## src/rtl/mbist_march_ctrl.sv

```systemverilog
// mbist_march_ctrl
//   March C- memory BIST engine. It drives a synchronous single-port memory
//   with one operation per cycle, checks the read data one cycle after each
//   read is issued, and reports pass/fail and mismatch addresses to the
//   repair logic.
//
//   Elements (N = MEM_SIZE):
//     E0 up(w0)  E1 up(r0,w1)  E2 up(r1,w0)  E3 down(r0,w1)  E4 down(r1,w0)  E5 up(r0)
//
// Ports
//   clk, rst          clock and synchronous active-high reset
//   start             begin a test run (only accepted in IDLE or DONE)
//   mem_en/mem_we     memory enable / write strobe
//   mem_addr          memory address
//   mem_wdata         write data (all zeros or all ones)
//   mem_rdata         read data, valid the cycle after a read is issued
//   busy, done        run in progress / run complete (held until next start)
//   fail              sticky mismatch flag for the current run
//   err_valid         one-cycle pulse per mismatch, with err_addr
//   first_fail_addr   address of the first mismatch of the run
//   fail_count        saturating mismatch count
module mbist_march_ctrl #(
  parameter int ADDR_WIDTH = 8,
  parameter int DATA_WIDTH = 8,
  parameter int MEM_SIZE   = 256,
  parameter int CNT_WIDTH  = 8
) (
  input  logic                  clk,
  input  logic                  rst,
  input  logic                  start,
  output logic                  mem_en,
  output logic                  mem_we,
  output logic [ADDR_WIDTH-1:0] mem_addr,
  output logic [DATA_WIDTH-1:0] mem_wdata,
  input  logic [DATA_WIDTH-1:0] mem_rdata,
  output logic                  busy,
  output logic                  done,
  output logic                  fail,
  output logic                  err_valid,
  output logic [ADDR_WIDTH-1:0] err_addr,
  output logic [ADDR_WIDTH-1:0] first_fail_addr,
  output logic [CNT_WIDTH-1:0]  fail_count
);

  typedef enum logic [1:0] {S_IDLE, S_RUN, S_DRAIN, S_DONE} state_t;
  typedef enum logic [2:0] {E0, E1, E2, E3, E4, E5} elem_t;

  localparam logic [ADDR_WIDTH-1:0] LAST_ADDR = ADDR_WIDTH'(MEM_SIZE - 1);
  localparam logic [ADDR_WIDTH-1:0] ADDR_ONE  = ADDR_WIDTH'(1);
  localparam logic [CNT_WIDTH-1:0]  CNT_ONE   = CNT_WIDTH'(1);

  state_t                state_q, state_d;
  elem_t                 elem_q, elem_d;
  logic [ADDR_WIDTH-1:0] addr_q, addr_d;
  logic                  ph_q, ph_d;

  logic                  mem_en_q, mem_we_q;
  logic [ADDR_WIDTH-1:0] mem_addr_q;
  logic [DATA_WIDTH-1:0] mem_wdata_q;
  logic                  exp_a_q;

  logic                  rd_pend_q, exp_q;
  logic [ADDR_WIDTH-1:0] cmp_addr_q;

  logic                  busy_q, done_q, fail_q, err_valid_q;
  logic [ADDR_WIDTH-1:0] err_addr_q, first_q;
  logic [CNT_WIDTH-1:0]  cnt_q;

  logic elem_down, two_ops, at_end, last_ph;
  logic issue, clear, op_we, op_val, mism;

  // The counters always describe the op currently on the bus; the comb block
  // selects the following op, and the op decode is taken from the *_d values
  // so the bus registers are loaded in the same edge as the counters.
  always_comb begin
    elem_down = (elem_q == E3) || (elem_q == E4);
    two_ops   = !((elem_q == E0) || (elem_q == E5));
    at_end    = elem_down ? (addr_q == '0) : (addr_q == LAST_ADDR);
    last_ph   = two_ops ? ph_q : 1'b1;

    state_d = state_q;
    elem_d  = elem_q;
    addr_d  = addr_q;
    ph_d    = ph_q;
    issue   = 1'b0;
    clear   = 1'b0;

    unique case (state_q)
      S_IDLE, S_DONE: begin
        if (start) begin
          state_d = S_RUN;
          elem_d  = E0;
          addr_d  = '0;
          ph_d    = 1'b0;
          issue   = 1'b1;
          clear   = 1'b1;
        end
      end
      S_RUN: begin
        if (!last_ph) begin
          ph_d  = 1'b1;
          issue = 1'b1;
        end else if (!at_end) begin
          ph_d   = 1'b0;
          addr_d = elem_down ? (addr_q - ADDR_ONE) : (addr_q + ADDR_ONE);
          issue  = 1'b1;
        end else if (elem_q == E5) begin
          state_d = S_DRAIN;
        end else begin
          elem_d = elem_t'(elem_q + 3'd1);
          ph_d   = 1'b0;
          addr_d = ((elem_q == E2) || (elem_q == E3)) ? LAST_ADDR : '0;
          issue  = 1'b1;
        end
      end
      S_DRAIN: state_d = S_DONE;
      default: state_d = S_IDLE;
    endcase

    // E1..E4 read the background of the previous element then write its inverse.
    op_we  = 1'b0;
    op_val = 1'b0;
    unique case (elem_d)
      E0: begin
        op_we  = 1'b1;
        op_val = 1'b0;
      end
      E5: begin
        op_we  = 1'b0;
        op_val = 1'b0;
      end
      default: begin
        op_we  = ph_d;
        op_val = ((elem_d == E2) || (elem_d == E4)) ^ ph_d;
      end
    endcase

    mism = rd_pend_q && (mem_rdata != {DATA_WIDTH{exp_q}});
  end

  always_ff @(posedge clk) begin
    if (rst) begin
      state_q     <= S_IDLE;
      elem_q      <= E0;
      addr_q      <= '0;
      ph_q        <= 1'b0;
      mem_en_q    <= 1'b0;
      mem_we_q    <= 1'b0;
      mem_addr_q  <= '0;
      mem_wdata_q <= '0;
      exp_a_q     <= 1'b0;
      rd_pend_q   <= 1'b0;
      exp_q       <= 1'b0;
      cmp_addr_q  <= '0;
      busy_q      <= 1'b0;
      done_q      <= 1'b0;
      fail_q      <= 1'b0;
      err_valid_q <= 1'b0;
      err_addr_q  <= '0;
      first_q     <= '0;
      cnt_q       <= '0;
    end else begin
      state_q <= state_d;
      elem_q  <= elem_d;
      addr_q  <= addr_d;
      ph_q    <= ph_d;

      mem_en_q    <= issue;
      mem_we_q    <= issue && op_we;
      mem_addr_q  <= issue ? addr_d : '0;
      mem_wdata_q <= (issue && op_we) ? {DATA_WIDTH{op_val}} : '0;
      exp_a_q     <= op_val;

      // Second stage: the memory returns data for the read now on the bus
      // during the next cycle, so expectation and address move along with it.
      rd_pend_q  <= mem_en_q && !mem_we_q;
      exp_q      <= exp_a_q;
      cmp_addr_q <= mem_addr_q;

      busy_q <= (state_d == S_RUN) || (state_d == S_DRAIN);
      done_q <= (state_d == S_DONE);

      if (clear) begin
        fail_q      <= 1'b0;
        cnt_q       <= '0;
        first_q     <= '0;
        err_valid_q <= 1'b0;
        err_addr_q  <= '0;
      end else begin
        err_valid_q <= mism;
        if (mism) begin
          err_addr_q <= cmp_addr_q;
          fail_q     <= 1'b1;
          if (cnt_q != '1) cnt_q <= cnt_q + CNT_ONE;
          if (!fail_q) first_q <= cmp_addr_q;
        end
      end
    end
  end

  assign mem_en          = mem_en_q;
  assign mem_we          = mem_we_q;
  assign mem_addr        = mem_addr_q;
  assign mem_wdata       = mem_wdata_q;
  assign busy            = busy_q;
  assign done            = done_q;
  assign fail            = fail_q;
  assign err_valid       = err_valid_q;
  assign err_addr        = err_addr_q;
  assign first_fail_addr = first_q;
  assign fail_count      = cnt_q;

endmodule

```

## config.mk

```make
export PLATFORM = sky130hd
export DESIGN_NAME = mbist_march_ctrl
export DESIGN_NICKNAME = d
export VERILOG_FILES = /design/src/rtl/mbist_march_ctrl.sv
export SDC_FILE = /design/constraint.sdc
export NUM_CORES = 1
export LEC_CHECK = 0
export BUFFER_PORTS_ARGS = -buffer_cell sky130_fd_sc_hd__buf_4
export CAP_MARGIN = 30
export CORE_MARGIN = 1
export CORE_UTILIZATION = 55
export DETAILED_ROUTE_END_ITERATION = 16
export PLACE_DENSITY = 0.82
export REMOVE_ABC_BUFFERS = 1
export SYNTH_ARGS = -nofsm -noshare
export SYNTH_HDL_FRONTEND = slang
export SYNTH_SLANG_ARGS = --single-unit
```

## constraint.sdc

```tcl
create_clock -name clk -period 3 [get_ports clk]
set_clock_uncertainty 0.05 [all_clocks]
set_input_delay 0.45 -clock clk [delete_from_list [all_inputs] [get_ports clk]]
set_output_delay 0.45 -clock clk [all_outputs]
set_load 0.02 [all_outputs]
```

==> metrics <==
CP required 3180 ps; Fillers 411; Lkg Pwr 1.54 nW; Worst path max stage delay 410 ps; setup_tns 0 ps; CTS clock-pin slew for the worst setup and hold paths 70 ps; grt ovf 0; Worst slew margin 37.2%; Seq/Total Area, Yosys 42.2%; Peak VDD IR 0.314 mV; post-CTS sizing 0; antenna violations before repair 0; worst slew pin tran 942 ps; fin crit share 91.6%; Final min period 2750 ps; ANT nets after route 0; Fin. Hold Viols 0; most common cell in the netlist dfxtp_1; PwrDens 494 mW/mm2; TritonCTS clock tree built; top-area cell type share of the netlist area 42.2%; dominant synthesized flop cell dfxtp_1; ys async rst share 0%; layout cells sized above 1 22.7%; diodes inserted 0; total die area 0.00582 mm2; status finished, final reports clean; Placed Cells 438; Core Region 0.00520 mm2; total number of vias 2476; syn_area_per_cell 9.25 um2; worst skew pair latency 330 ps; Worst path slowest cell dfxtp_1; largest cells by area after synthesis dfxtp_1 42%, mux2i_1 6.3%, nor2_1 5.4%; DIE HEIGHT 76.3 um; # rows 26; Hold Buf Count CTS 0; clock root cell clkbuf_8; Cell Chain, Critical Path inv_1 -> ha_1 -> mux2_4 -> ha_1 -> nor2b_1 -> o21ai_0 -> a21boi_0 -> or3_1 -> o2111ai_1 -> a31o_2 -> nor2b_1; Yosys cell types 63; largest net degree at the start of global routing 32; RSZ-0062 raised after global routing false; postcts setup bufs 0; Non-Filler Instances 454; CP arrival 2920 ps; Mapped Area 0.00303 mm2; Top Ports 57; # clock sinks 64; pins over their slew limit 0; Syn-to-layout area delta 20.9%; DRT Wirelength 6330 um; Fmax 364 MHz; WL per Instance 13.9 um; crit path max fanout 9; largest area contributor in the netlist dfxtp_1; H-tree depth 3; endpoint type of the worst setup path register; CP Launch Type register; number of flops mapped to enable cells by yosys 0; Die W 76.3 um; Starting Density 58.3%; Initial DRC Count 90; GP Congestion 0.872; drt pass-1 iters 4; Yosys warning count 0; most instantiated cells after synthesis 64 x dfxtp_1, 44 x nor2_1, 24 x nor2b_1; WS Path Type reg2reg; Max-Cap Viols 0; hpwl dp 4620 um; Setup violations, final 0; Post-Syn Instances 328; hold crit path type reg2reg; flops & latches, synth 64; All-Layer GR Usage 23.1%; Avg Vias per Cell 5.45; global-route wire length before repair 10800 um; final net count 404; Bufs on Longest Clock Path 2; DRC 0; CTS Buf Count 9; port bufs 56; vias in the first global route 2333
==> critical path: cells and delay by family (launching register included) <==
family | cells | cell delay [ps]
multiplexers | 1 | 310
AND/OR/NAND/NOR | 3 | 440
adder cells (fa/ha/maj) | 2 | 550
buffers and inverters | 1 | 70
flip-flops | 1 | 410
AO/OA/AOI/OAI | 4 | 810
==> where the power goes <==
part	leakage, nW	switching (W)	total [W]	internal [W]
sequential	0.517	0.0000102	0.000872	0.000862
clock	0.113	0.000330	0.000799	0.000469
combinational	0.908	0.0000842	0.000140	0.0000561
total	1.54	0.000425	0.00181	0.00139
==> cell usage in the layout (no fill, tap or decap), drive strengths merged, types with 5 or more instances in the layout <==
cell / n
nand3: 5
ha: 13
nand2: 16
a21oi: 11
mux2i: 19
nand4: 7
nor2b: 24
a21o: 6
xor2: 5
clkbuf: 9
or3: 6
buf: 58
xnor2: 5
nand2b: 9
dfxtp: 64
inv: 9
o21ai: 17
clkinv: 5
nor2: 44
nor3: 6
==> flip-flops by register name (all words and copies together) (netlist names) <==
signal	cells
addr_q	8
cmp_addr_q	8
err_addr	8
fail_count	8
first_fail_addr	8
mem_addr	8
elem_q	3
state_q	2
busy	1
done	1
err_valid	1
exp_a_q	1
exp_q	1
fail	1
mem_en	1
mem_wdata	1
mem_we	1
ph_q	1
rd_pend_q	1
==> worst paths after layout <==
path,end,slack (ps),depth (start not counted),startpoint
max reg2reg,mem_addr[6],250,11,elem_q[0]
max,mem_addr[6],250,11,elem_q[0]
min reg2reg,rd_pend_q,390,1,mem_we
min,rd_pend_q,390,1,mem_we
==> per-layer routing <==
layer / global-route usage [%] / vias to the layer above / wire, um
met1: 28.7 / 1136 / 2900
met5: 0 / - / 0
met4: 7.50 / 0 / 78
met2: 38.6 / 86 / 2980
met3: 6.23 / 7 / 367
li1: - / 1247 / -
==> logic make-up after synthesis <==
logic type | after synthesis | synth area share (%)
xor+xnor | 10 | 2.89
fa+ha+maj | 14 | 6.02
flops | 64 | 42.2
mux | 21 | 7.14
buf+inv | 27 | 4.74
compound gates | 61 | 14.2
simple gates | 131 | 22.7
==> through the flow <==
step | worst slack (ps) | utilization, % | cell area (um2) | total power (W) | hold WS, ps
after floorplan | 472 | - | 2920 | 0.000978 | 364
final | 253 | 70.4 | 3670 | 0.00181 | 393
after CTS | 253 | 70.4 | 3670 | 0.00182 | 386
after global placement | 396 | 66.2 | 3450 | 0.00103 | 374
after global routing | 96.9 | 70.4 | 3670 | 0.00187 | 403
after detailed placement | 270 | 66.2 | 3450 | 0.00103 | 379
==> cell type report <==
class                      instances  area, um2  area share, %
tap                               70       87.6           2.39
clock inverter                     7       96.3           2.63
multi-input combinational        237       1610           43.9
sequential                        64       1280           34.9
inverter                           9       33.8          0.922
clock buffer                       9        124           3.38
timing repair buffer              58        435           11.9
Note: power is estimated with default switching activity, not from simulation.
